File: config.mk
export PLATFORM = sky130hd
export DESIGN_NAME = thermal_fb_port
export DESIGN_NICKNAME = d
export VERILOG_FILES = /design/src/rtl/thermal_fb_port.sv
export SDC_FILE = /design/constraint.sdc
export NUM_CORES = 1
export LEC_CHECK = 0
export ABC_AREA = 0
export CAP_MARGIN = 20
export CORE_MARGIN = 1.5
export CORE_UTILIZATION = 54
export DETAILED_ROUTE_END_ITERATION = 10
export PLACE_DENSITY_LB_ADDON = 0.15
export SLEW_MARGIN = 15
export SYNTH_ARGS = -nofsm -noshare
export SYNTH_HDL_FRONTEND = slang
export SYNTH_SLANG_ARGS = --single-unit
File: constraint.sdc
create_clock -name clk -period 5.3 [get_ports clk]
set_clock_uncertainty 0.15 [all_clocks]
set_input_delay 1.59 -clock clk [delete_from_list [all_inputs] [get_ports clk]]
set_output_delay 1.59 -clock clk [all_outputs]
set_load 0.01 [all_outputs]
File: src/rtl/thermal_fb_port.sv
// Frame-buffer port controller: merges a buffered sensor write stream and random display
// reads onto one single-port frame RAM, with sequential frame addressing and completion pulse.
module thermal_fb_port #(
    parameter int DW           = 16,
    parameter int AW           = 10,
    parameter int FRAME_PIXELS = 768,
    parameter int WF_AW        = 2
) (
    input  logic          clk,
    input  logic          rst_n,
    input  logic          wr_valid,
    output logic          wr_ready,
    input  logic [DW-1:0] wr_data,
    input  logic          wr_sof,
    input  logic          rd_req,
    input  logic [AW-1:0] rd_addr,
    output logic          rd_ready,
    output logic          rd_valid,
    output logic [DW-1:0] rd_data,
    output logic [AW-1:0] ram_addr,
    output logic [DW-1:0] ram_wr,
    output logic          ram_we,
    input  logic [DW-1:0] ram_rd,
    output logic          frame_done,
    output logic [7:0]    frame_cnt
);

    localparam int              DEPTH     = 1 << WF_AW;
    localparam logic [AW-1:0]   LAST_ADDR = AW'(FRAME_PIXELS - 1);
    localparam logic [AW-1:0]   ADDR_ONE  = AW'(1);
    localparam logic [WF_AW-1:0] PTR_ONE  = WF_AW'(1);
    localparam logic [WF_AW:0]  CNT_ONE   = (WF_AW + 1)'(1);

    logic [DW:0]       fifo_mem [DEPTH];
    logic [WF_AW-1:0]  head_ptr;
    logic [WF_AW-1:0]  tail_ptr;
    logic [WF_AW:0]    fifo_count;
    logic              full;
    logic              empty;
    logic              push;
    logic              pop;
    logic              head_sof;
    logic [DW-1:0]     head_data;

    logic              write_grant;
    logic              read_grant;
    logic [AW-1:0]     write_addr;
    logic [AW-1:0]     waddr;
    logic [AW-1:0]     addr_hold;
    logic              vld_p1;
    logic              frame_done_p1;

    function automatic logic [AW-1:0] next_waddr(input logic [AW-1:0] used);
        return (used == LAST_ADDR) ? '0 : used + ADDR_ONE;
    endfunction

    // Count tops out at DEPTH, so its MSB alone marks a full FIFO.
    assign full     = fifo_count[WF_AW];
    assign empty    = (fifo_count == '0);
    assign wr_ready = !full;
    assign rd_ready = !full;
    assign push     = wr_valid && !full;
    assign pop      = write_grant;

    assign {head_sof, head_data} = fifo_mem[head_ptr];

    always_ff @(posedge clk or negedge rst_n) begin
        if (!rst_n) begin
            head_ptr   <= '0;
            tail_ptr   <= '0;
            fifo_count <= '0;
        end else begin
            if (push) tail_ptr <= tail_ptr + PTR_ONE;
            if (pop)  head_ptr <= head_ptr + PTR_ONE;
            if (push && !pop)
                fifo_count <= fifo_count + CNT_ONE;
            else if (pop && !push)
                fifo_count <= fifo_count - CNT_ONE;
        end
    end

    always_ff @(posedge clk) begin
        if (push) fifo_mem[tail_ptr] <= {wr_sof, wr_data};
    end

    // p0: per-cycle arbitration of the single RAM port
    always_comb begin
        write_grant = !empty && (full || !rd_req);
        read_grant  = rd_req && !full;
        write_addr  = head_sof ? '0 : waddr;
        ram_we      = write_grant;
        ram_wr      = head_data;
        ram_addr    = addr_hold;
        if (write_grant)
            ram_addr = write_addr;
        else if (read_grant)
            ram_addr = rd_addr;
    end

    // p1: read result valid, frame completion and address bookkeeping
    always_ff @(posedge clk or negedge rst_n) begin
        if (!rst_n) begin
            waddr         <= '0;
            addr_hold     <= '0;
            vld_p1        <= 1'b0;
            frame_done_p1 <= 1'b0;
            frame_cnt     <= '0;
        end else begin
            addr_hold     <= ram_addr;
            vld_p1        <= read_grant;
            frame_done_p1 <= write_grant && (write_addr == LAST_ADDR);
            if (write_grant) begin
                waddr <= next_waddr(write_addr);
                if (write_addr == LAST_ADDR) frame_cnt <= frame_cnt + 8'd1;
            end
        end
    end

    assign rd_valid   = vld_p1;
    assign rd_data    = ram_rd;
    assign frame_done = frame_done_p1;

endmodule

### Word-level counts from Yosys, hierarchy flattened

Memories as Yosys holds them, arrays and structs flattened.
Index checks and enable logic that the tools add are counted.

* add/subtract/negate cells: 6
* eq/ne operators: 1
* mux-type cells: 8
* reductions and logical operators: 15

Operators by type and width (count)
* two-way mux 10 bit: 4
* adder 10 x 1 -> 10 bit, second input constant: 1
* == test 10 bit, second input constant: 1
* adder 8 x 1 -> 8 bit, second input constant: 1
* logical AND 1 bit: 6
* two-way mux 3 bit: 2
* zero test 1 bit: 5
* adder 2 x 1 -> 2 bit, second input constant: 2
* adder 3 x 1 -> 3 bit, second input constant: 1
* zero test 3 bit: 1
* subtractor 3 x 1 -> 3 bit, second input constant: 1
* two-way mux 1 bit: 2
* AND reduction 2 bit: 1
* nonzero test 2 bit: 1
* logical OR 1 bit: 1

* register bits: 37
* RAM bits: 68
* input port bits: 47
* output and inout bits: 55
* word-level logic and storage cells: 39
* memories: 1

Memory list
* fifo_mem: depth 4, width 17, read ports 1, clocked after Yosys merged registers in 0, wr ports 1, RTL line 34 `logic [DW:0] fifo_mem [DEPTH];`

### Longest topological paths before layout

* word-level depth: 6
* depth in mapped cells: 11
* mapped depth without buffers: 8

### Worst setup path before layout

No wires, ideal clock.

* kind: input-to-output
* start point: input rd_req
* end point: output ram_addr[1]
* data arrival time: 2.626 ns
* path slack: 0.934 ns
* stages on the path: 5
* cell sequence: o21bai_1 > and2_1 > clkbuf_1 > clkinv_1 > o21ai_0

* cells in the longest elaborated chain, start to end: 4
* elaborated cells on any way between the ends: 6
* classes of those cells: mux (2); reduce/logical (4)

RTL lines
* start: declaration: RTL line 15 `input logic rd_req,`
* zero test 1 bit: RTL line 88 `write_grant = !empty && (full || !rd_req);`
* logical OR 1 bit: RTL line 88
* logical AND 1 bit: RTL line 88
* net ram_we: RTL line 22 `output logic ram_we,`
* two-way mux 10 bit: RTL line 94 `if (write_grant)`
* end: declaration: RTL line 20 `output logic [AW-1:0] ram_addr,`

The timed path passes the listed nets, and every way through them passes these cells.

### Final worst setup path

* start point: input rd_req
* end point: output ram_addr[1]

* cells in the longest elaborated chain, start to end: 4
* elaborated cells on any way between the ends: 6
* classes of those cells: mux (2); reduce/logical (4)

RTL lines (RTL line)
* zero test 1 bit: 88
* logical OR 1 bit: 88
* logical AND 1 bit: 88
* two-way mux 10 bit (*): 94

Every way passes the cells marked *; elsewhere a longest branch is shown, timed or not.

==> run_results.csv <==
group,metric,value,unit
cts,cts.reportedPaths.clkPinSlew,0.10,ns
route,vias_per_cell,5.42,
worst_setup_path,crit_chain,"clkdlybuf4s50_1 -> o21bai_1 -> and2_1 -> clkinv_1 -> buf_4 -> nand2_1 -> o21ai_0 -> clkdlybuf4s50_1",
worst_setup_path,worst_path_max_delay_cell,"clkdlybuf4s50_1",
synth,synth.cell_area,0.00454,sq mm
hold_path,hold_class,"register to register",
finish,fin_area,0.00539,sq mm
cts,numCtsBuffers,9,
power,finalPower,0.00255,W
finish,antennaDiodeCount,0,
synth,synth_top_area_share,45.0,%
synth,syn-instance-count,301,
finish,drive_gt1_share,10.8,%
floorplan,io_pins,102,
sta,slew_headroom,40.0,%
placed_design,postPlaceCellArea,0.00519,sq mm
synth,synth_cell_types,43,
power,power_frac_clock,18.5,%
placed_design,gp_congestion,0.814,
outcome,outcome,"complete, no violations",
synth,synthTopCellsByArea,"edfxtp_1, dfrtp_1, mux4_2, mux4_1, buf_4",
job,maxCapViolCount,0,
synth,syn_nets,356,
placed_design,io_buffers,69,
global_routing,antenna_found_initial,0,
sta,rsz0062_at_grt,"false",
cts,hold_buffers,0,
global_routing,gr-total-overflow,0,
floorplan,die_width,94.7,um
route,drt_iter0_drc,102,
synth,synthArstFlopShare,35.2,%
cts,htree_levels,3,
worst_setup_path,required,3.56,ns
synth,synth_top_cell_by_area,"edfxtp_1",
sta,final_hold_viol_count,0,
sta,fin_crit_sh,95.9,%
cts,clock_latency,0.36,ns
route,ant_nets,0,
sta,fin_ws,0.218,ns
synth,synth_seq_cells,105,
sta,tightest_slew,0.899,ns
finish,nets,410,
floorplan,num_rows,33,
route,dr.pass1.iters,4,
worst_setup_path,path_class,"input pin to primary output",
worst_setup_path,cpPeakStageDelay,0.60,ns
sta,finalSetupViolCount,0,
route,route.detailed.drc,0,
placed_design,dp_hpwl,5040,um
worst_setup_path,cpMostUsedCell,"clkdlybuf4s50_1",
global_routing,grt_first_pass_wirelength,12400,um
worst_setup_path,critPathCaptureType,"primary output",
floorplan,core-area,0.00818,sq mm
power,p_int,0.00171,W
synth,ys.flop_type,"edfxtp_1",
floorplan,die-area,0.00897,sq mm
cts,cts_setup_buffers,0,
sta,tns,0,ns
cts,ctsResizeCount,0,
power,power.switching,0.000835,W
route,wl,7650,um
finish,area.growth.synth_to_final,18.7,%
sta,max_freq,197,MHz
worst_setup_path,crit_arrival,3.34,ns
power,p_comb_share,38.4,%
cts,cts-root-buf,"clkbuf_8",
power,p_per_area,472,mW/mm^2
worst_setup_path,worst_setup_path_start_kind,"input pin",
cts,tritoncts,"yes",
placed_design,pre_cts_slack,0.238,ns
cts,clockBufferDepth,2,
cts,cts_sinks,105,
floorplan,die_h,94.7,um
floorplan,start_util,55.5,%
route,wl_per_cell,16.5,um
synth,ys_seq_area_share,65.4,%
synth,synth.most_common_cell,"edfxtp_1",
power,p_leak,1.94,nW
power,seqPwrFrac,43.1,%
synth,synth_edf_count,68,
global_routing,first_global_vias,2517,
power,ir_drop,0.291,mV
power,sw_frac_of_total,32.8,%
sta,slew_viol_final,0,
global_routing,grt_max_degree,38,
sta,period_minus_slack,5.08,ns
route,vias,2518,
global_routing,grt_usage,18.7,%
worst_setup_path,worstPathMaxFanout,8,
synth,ys_warn_count,0,
synth,synthTopCellsByCount,"edfxtp_1, dfrtp_1, a21oi_1",
synth,syn_avg_cell_area,15.1,sq um
[cell type report]
class,count,area [sq um]
clock buffer,9,124
clock inverter,7,70.1
fill,590,2790
inverter,8,30.0
multi-input combinational,156,1340
sequential,105,2970
tap,105,131
timing repair buffer,75,731
[flip-flops by register name (all words and copies together) (netlist names)]
signal,count
addr_hold,10
fifo_count,3
fifo_mem,68
frame_cnt,8
frame_done,1
head_ptr,2
rd_valid,1
tail_ptr,2
waddr,10
[routing by layer]
metal	GRT usage (%)	vias to the layer above	routed length, um
met4	6.59	0	98
li1	-	1225	-
met2	29.2	61	3540
met3	4.11	11	338
met5	0	-	0
met1	26.2	1221	3670
[cell usage in the layout, fill, tap and decap left out, drive strengths merged, types with 8 or more instances in the layout]
cell type,count
dfrtp,37
a21oi,22
nor2,13
mux4,17
clkdlybuf4s50,68
clkbuf,9
nand3,8
xor2,8
edfxtp,68
inv,11
nand2,15
[metrics by stage]
| stage | hold slack, ns | util, % | instances |
|---|---|---|---|
| CTS | 0.329 | 65.9 | 465 |
| detailed placement | 0.315 | 63.5 | 449 |
| finish | 0.329 | 65.9 | 465 |
| global route | 0.350 | 65.9 | 465 |
| global placement | 0.311 | 63.5 | 449 |
| floorplan | 0.307 | - | 301 |
[worst max-delay path: cells and delay by family]
kind | cells | cell delay [ns]
buffers and inverters | 4 | 1.22
AO/OA/AOI/OAI | 2 | 0.30
AND/OR/NAND/NOR | 2 | 0.24
[cell families (layout without fill, tap and decap cells)]
family,count (synthesis),in the layout,synth area share (%)
buffers and inverters,40,99,5.21
AOI/OAI and AO/OA,40,40,5.29
adders and majority gates,8,8,2.37
muxes,23,23,10.4
DFF,105,105,65.4
xor gates and xnor gates,13,13,2.51
and+or+nand+nor,72,72,8.85
[power by group through the flow]
| stage | sequential (W) | clock (W) | combinational, W |
|---|---|---|---|
| 6_report | 0.00110 | 0.000470 | 0.000979 |
| 5_1_grt | 0.00112 | 0.000513 | 0.00107 |
| 4_1_cts | 0.00110 | 0.000485 | 0.000994 |
| 3_5_place_dp | 0.00112 | 0 | 0.000988 |
| 3_3_place_gp | 0.00111 | 0 | 0.000973 |
| 2_1_floorplan | 0.00110 | 0 | 0.000626 |
[worst paths after layout]
check / from / slack (ns) / cells after the start / to
min in group asynchronous: rst_n / 1.16 / 1 / frame_done
hold reg to reg: frame_cnt[7] / 0.33 / 1 / frame_cnt[7]
hold / removal: frame_cnt[7] / 0.33 / 1 / frame_cnt[7]
setup / recovery: rd_req / 0.22 / 8 / ram_addr[1]
setup reg to reg: head_ptr[0] / 2.13 / 7 / frame_cnt[1]
max in group asynchronous: rst_n / 3.32 / 1 / addr_hold[0]
(Power assumes the default switching activity.)
